$ cat src/rtl/muldiv8_pkg.sv
// Shared definitions for the operand-load sequencer: default sizes and the
// sequencer state encoding.
package muldiv8_pkg;

  localparam int WIDTH_DEF = 8;
  localparam int SLOTS_DEF = 4;

  typedef enum logic [2:0] {
    IDLE,
    SETUP,
    GATE,
    HOLD,
    CLEAR
  } state_t;

  // Keeps the slot select at least one bit wide for a single-slot bank.
  function automatic int slot_bits(input int n);
    return (n > 1) ? $clog2(n) : 1;
  endfunction

endpackage

$ cat src/rtl/opload_seq.sv
// Write sequencer for a bank of level-sensitive latch words: sets up D, pulses
// one GATE for a single clock, holds D, and runs bank-wide clears via RESET_B.
module opload_seq
  import muldiv8_pkg::*;
#(
  parameter int WIDTH = WIDTH_DEF,
  parameter int SLOTS = SLOTS_DEF,
  localparam int SLOT_W = slot_bits(SLOTS)
) (
  input  logic              clk,
  input  logic              rst_n,
  input  logic              in_valid,
  output logic              in_ready,
  input  logic [WIDTH-1:0]  in_data,
  input  logic [SLOT_W-1:0] in_slot,
  input  logic              clr,
  output logic [WIDTH-1:0]  latch_d,
  output logic [SLOTS-1:0]  latch_gate,
  output logic              latch_reset_b,
  output logic              all_loaded,
  output logic              busy
);

  state_t              state_reg, state_next;
  logic [SLOT_W-1:0]   slot_reg, slot_next;
  logic                slot_ok_reg, slot_ok_next;
  logic [WIDTH-1:0]    d_reg, d_next;
  logic [SLOTS-1:0]    gate_reg, gate_next;
  logic [SLOTS-1:0]    mask_reg, mask_next;
  logic                pend_reg, pend_next;
  logic                all_loaded_reg;
  logic                reset_b_reg, reset_b_next;
  logic                busy_reg, busy_next;
  logic                in_slot_ok;

  assign in_slot_ok = ({1'b0, in_slot} < (SLOT_W + 1)'(SLOTS));
  assign in_ready   = (state_reg == IDLE) && !clr;

  always_comb begin
    state_next   = state_reg;
    slot_next    = slot_reg;
    slot_ok_next = slot_ok_reg;
    d_next       = d_reg;
    gate_next    = gate_reg;
    mask_next    = mask_reg;
    pend_next    = pend_reg;
    case (state_reg)
      IDLE: begin
        if (clr) begin
          state_next = CLEAR;
        end else if (in_valid) begin
          state_next   = SETUP;
          d_next       = in_data;
          slot_next    = in_slot;
          slot_ok_next = in_slot_ok;
        end
      end
      SETUP: begin
        // Out-of-range slots still walk every state, just without a gate.
        gate_next  = slot_ok_reg ? (SLOTS'(1) << slot_reg) : '0;
        pend_next  = pend_reg | clr;
        state_next = GATE;
      end
      GATE: begin
        gate_next  = '0;
        pend_next  = pend_reg | clr;
        state_next = HOLD;
      end
      HOLD: begin
        if (slot_ok_reg) mask_next[slot_reg] = 1'b1;
        if (pend_reg || clr) begin
          state_next = CLEAR;
          pend_next  = 1'b0;
        end else begin
          state_next = IDLE;
        end
      end
      CLEAR: begin
        state_next = IDLE;
      end
      default: begin
        state_next = IDLE;
        gate_next  = '0;
      end
    endcase
    // The clear wipes the mask on entry, overriding a bit set by the final HOLD.
    if (state_next == CLEAR) mask_next = '0;
    reset_b_next = (state_next != CLEAR);
    busy_next    = (state_next != IDLE);
  end

  always_ff @(posedge clk or negedge rst_n) begin
    if (!rst_n) begin
      state_reg      <= IDLE;
      slot_reg       <= '0;
      slot_ok_reg    <= 1'b0;
      d_reg          <= '0;
      gate_reg       <= '0;
      mask_reg       <= '0;
      pend_reg       <= 1'b0;
      all_loaded_reg <= 1'b0;
      reset_b_reg    <= 1'b0;
      busy_reg       <= 1'b0;
    end else begin
      state_reg      <= state_next;
      slot_reg       <= slot_next;
      slot_ok_reg    <= slot_ok_next;
      d_reg          <= d_next;
      gate_reg       <= gate_next;
      mask_reg       <= mask_next;
      pend_reg       <= pend_next;
      all_loaded_reg <= &mask_reg;
      reset_b_reg    <= reset_b_next;
      busy_reg       <= busy_next;
    end
  end

  assign latch_d       = d_reg;
  assign latch_gate    = gate_reg;
  assign latch_reset_b = reset_b_reg;
  assign all_loaded    = all_loaded_reg;
  assign busy          = busy_reg;

endmodule

$ cat config.mk
export PLATFORM = sky130hd
export DESIGN_NAME = opload_seq
export DESIGN_NICKNAME = d
export VERILOG_FILES = /design/src/rtl/muldiv8_pkg.sv /design/src/rtl/opload_seq.sv
export SDC_FILE = /design/constraint.sdc
export NUM_CORES = 1
export LEC_CHECK = 0
export CORE_AREA = 10 10 60 62
export CTS_CLUSTER_DIAMETER = 40
export DETAILED_ROUTE_END_ITERATION = 6
export DIE_AREA = 0 0 70 72
export PLACE_DENSITY = 0.83
export REMOVE_ABC_BUFFERS = 1
export SLEW_MARGIN = 15
export SYNTH_ARGS = -nofsm -noshare
export SYNTH_HDL_FRONTEND = slang
export SYNTH_SLANG_ARGS = --single-unit
$ cat constraint.sdc
create_clock -name clk -period 1.9 [get_ports clk]
set_input_delay 0.19 -clock clk [delete_from_list [all_inputs] [get_ports clk]]
set_output_delay 0.19 -clock clk [all_outputs]
set_load 0.05 [all_outputs]
# Word level (Yosys, flattened, before mapping)
# Cells that the tools add are included.
totals:
  wordCells: 51
  memories: 0
  romBits: 0
  latchBits: 0
  ram_bits: 0
  inputBits: 14
  regBits: 26
classes:
  n_lt_le_gt_ge: 2
  multipliers: 0
  add_sub_neg: 0
  n_mux: 13
  shift: 1
  n_reduce_logical: 15
  bitwise_logic: 3
  n_div: 0
  eq_ne: 7
ops:
  columns: ["cell", "count"]
  rows:
  - ["two-way mux 4 bit", 4]
  - ["case mux 3 bit (4 select lines)", 1]
  - ["two-way mux 3 bit", 3]
  - ["case mux 4 bit (2 select lines)", 1]
  - ["equality test 3 x 2 -> 1 bit (second input constant)", 2]
  - ["equality test 3 bit (second input constant)", 2]
  - ["nonzero test 2 bit", 3]
  - ["bitwise OR 4 bit", 1]
  - ["AND reduction 2 bit", 2]
  - ["AND reduction 4 bit", 1]
  - ["left shift 1 x 2 -> 4 bit (first input constant)", 1]
  - ["equality test 3 x 1 -> 1 bit (second input constant)", 1]
  - ["zero test 3 bit", 1]
  - ["less-than comparator 2 x 3 -> 1 bit (second input constant)", 1]
  - ["inequality test 3 bit (second input constant)", 1]
  - ["AND reduction 3 bit", 1]
  - ["nonzero test 3 bit", 1]
  - ["OR reduction 3 bit", 1]
  - ["demux 1 bit (select 2 bit)", 1]
  - [">= comparator 2 x 1 -> 1 bit (second input constant)", 1]
  - ["logical AND 1 bit", 2]
  - ["two-way mux 1 bit", 2]
  - ["inequality test 2 bit (second input constant)", 1]
  - ["case mux 1 bit (2 select lines)", 1]
  - ["5 further kinds", 5]

# Longest topological paths before layout
depth:
  ltp_word: 8
  ltp_mapped: 5
  depth_no_buf: 3

# Worst setup path before layout
# Ideal clock, no wire load.
synth_path:
  path_kind: "register -> register"
  from: "register state_reg[0]"
  to: "register d_reg[0], in the netlist latch_d[0]"
  setup_slack_ns: -0.064
  arrival_ns: 1.839
  stages_incl_launch_ff: 6
  setup_time_ns: 0.125
  path_buffers: 2
  path_cell_list: "dfrtp_1 buf_6 nor4_4 nand2_2 buf_6 mux2_4"
synth_between:
  elab_chain_cells: 2
synth_rtl:
  columns: ["element", "line_no", "rtl"]
  rows:
  - ["start, declared", "opload_seq.sv:24", "state_t state_reg, state_next;"]
  - ["start signal, assigned", "opload_seq.sv:105", "state_reg <= state_next;"]
  - ["zero test 3 bit", "opload_seq.sv:47", "case (state_reg)"]
  - ["AND reduction 3 bit (no line)", null, null]
  - ["end signal, assigned", "opload_seq.sv:108", "d_reg <= d_next;"]
  - ["end, declared", "opload_seq.sv:27", "logic [WIDTH-1:0] d_reg, d_next;"]
# No other way between the ends.
# A chain may end at the register's enable or synchronous reset.

# Worst setup path after layout
layout_path:
  from: "register d_reg[4], in the netlist latch_d[4]"
  to: "output port latch_d[4]"
layout_rtl:
  columns: ["element", "line_no", "rtl"]
  rows:
  - ["end, declared", "opload_seq.sv:17", "output logic [WIDTH-1:0] latch_d,"]
# No word-level cell between the ends.

==> results.yml <==
status:
  outcome: "complete, no violations"
route:
  first_pass_iters: 4
  via_per_inst: 5.07
  drtAntennaViolNets: 0
  vias: 700
  wl_per_cell_um: 15.4
  drt_iter0_drc: 42
  drt_wl_total_um: 2120
  drc: 0
die:
  core_um2: 2430
  rows: 18
  pin_count: 30
  fp.dieH_um: 72
  start_util_pct: 44.1
  fp.dieW_um: 70
  die_area_um2: 5040
cells_and_area:
  area_growth_pct: 34.1
  drive_gt1_share_pct: 20.4
  fillers: 228
  layout_common_cells: "28 x clkdlybuf4s50_1, 26 x dfrtp_1, 8 x mux2_4"
  diodes: 0
  fin_area_um2: 1440
  largest_reg_flops: 8
  final_nets: 123
  layout_commonest_cell: "clkdlybuf4s50_1"
  utilization_pct: 59.2
sta:
  rsz0062_at_grt: "false"
  tightest_slew_ns: 0.513
  setup_viol: 0
  relSlewSlack_pct: 65.7
  fin_crit_ns: 1.70
  clock_skew_ns: 0.00527
  finalHoldViolCount: 0
  fmax_mhz: 587
  period_share_pct: 89.7
  tns_ns: 0
  finalMaxSlewViolations: 0
yosys:
  ys_seq_area_share_pct: 60.6
  ys_seq_elements: 26
  syn_inst: 75
  avgSynthCellArea_um2: 14.3
  synthTopCellsByArea: "dfrtp_1 61%, mux2_4 11%, nor2_1 2.4%, a22o_1 2.4%, buf_6 2.1%"
  synth_top_area_cell: "dfrtp_1"
  yosys_warnings: 0
  netlist.area_leader.share_pct: 60.6
  synth.distinct_cells: 28
  synth_area_um2: 1070
clocking:
  clkTransAtPathRegs_ns: 0.14
  postCtsSetupRepairBufs: 0
  clk_latency_ns: 0.32
  clockRootBuffer: "clkbuf_4"
  cts_buffers: 3
  cts_sinks: 26
  cts_max_level: 1
  cts_resized: 0
  clk_path_buf_depth: 2
  cts_hold_repair.buffers: 0
  cts_tree: "built"
worst_setup_path:
  crit_fanout: 2
  worstPathArrival_ns: 1.51
  slowest_delay_ns: 0.82
  crit_required_ns: 1.71
  regToRegSetupSlack_ns: 0.31
  cp-end-kind: "output pin"
  crit_chain: "clkdlybuf4s50_1"
  rr_endpoint: "latch_d[1]"
  reg2reg_depth: 3
  start_kind: "flop"
  critPathKind: "flop to output pin"
  r2r-start: "state_reg[1]"
  crit_slowest_cell: "clkdlybuf4s50_1"
  cpLargestDelayFamily: "buffers and inverters"
  critical_path_buf_inv_count: 1
pwr:
  p_per_area_nw_per_um2: 1880
  power.leakage_nw: 0.640
  peakVddDrop_v: 0.00119
global_routing:
  grt_overflow: 0
  antenna_found_initial: 0
  grt_first_pass_wirelength_um: 3610
  grt_max_degree: 27
  first_global_vias: 726
  grt_util_all_layers_pct: 8.63
placed_design:
  port_buffers: 29
  dpl_cell_area_um2: 1400
  place_congestion: 0.734
  hpwl_um: 1630
job:
  maxCapViolCount: 0
hold_path:
  hp-class: "input port to asynchronous set/reset pin"
## cell type report
cell class | instances | area (um2) | area share (%)
clock buffer | 4 | 36.3 | 2.52
inverter | 1 | 3.75 | 0.261
multi-input combinational | 45 | 389 | 27.0
sequential | 26 | 651 | 45.2
tap | 30 | 37.5 | 2.61
timing repair buffer | 32 | 323 | 22.4
## Yosys cell counts
cell type and instances:
nand2_1 1, inv_1 1, o21a_1 1, buf_4 1, o211ai_1 1, xnor2_1 1, nor3b_1 1, nor4_4 1
or3b_2 1, nor3_1 1, nor2b_1 2, mux2_4 8, nor2_1 7, a31oi_1 1, and4_1 1, dfrtp_1 26
and4b_1 1, o21ai_0 2, a211o_1 1, mux2_2 2, nand3b_1 1, a21oi_1 3, a32o_1 1, nand2b_1 2
a21oi_4 1, buf_6 2, a22o_1 3, nand2_2 1
## through the flow
stage          instances  power, mW  hold slack [ns]  setup WS, ns
3_3_place_gp         134       2.43            0.471         0.214
3_5_place_dp         134       2.46            0.474         0.177
2_1_floorplan         72       1.95           -0.106        -0.157
5_1_grt              138       2.87            0.226         0.125
6_report             138       2.71            0.212         0.196
4_1_cts              138       2.74            0.229         0.180
## where the power goes
group	internal (mW)	total [mW]	switching [mW]
registers	0.785	0.988	0.203
logic	0.609	1.45	0.838
clock network	0.117	0.276	0.159
total	1.51	2.71	1.20
## kinds of logic (layout without fill, tap and decap cells)
| group | count (synthesis) | count (layout) | share of synthesized area [%] |
|---|---|---|---|
| flops | 26 | 26 | 60.6 |
| simple gates | 20 | 20 | 12.1 |
| compound gates | 14 | 14 | 10.0 |
| mux | 10 | 10 | 13.3 |
| buf+inv | 4 | 37 | 3.15 |
| xor+xnor | 1 | 1 | 0.816 |
## per-layer routing
layer / wire [um] / global-route usage, %
met1: 903 / 10.0
met4: 40 / 4.61
met5: 0 / 0
met3: 154 / 3.67
met2: 1030 / 13.3
## worst max path at each step
stage	start	to	slack, ns	cells past startpoint
floorplan	state_reg[0]	latch_d[0]	-0.16	3
global placement	clr	mask_reg[2]	0.21	4
detailed placement	clr	mask_reg[1]	0.18	4
CTS	latch_d[4]	latch_d[4]	0.18	1
global route	latch_d[6]	latch_d[6]	0.12	1
finish	latch_d[4]	latch_d[4]	0.20	1
Power figures use the tool's default switching activity.
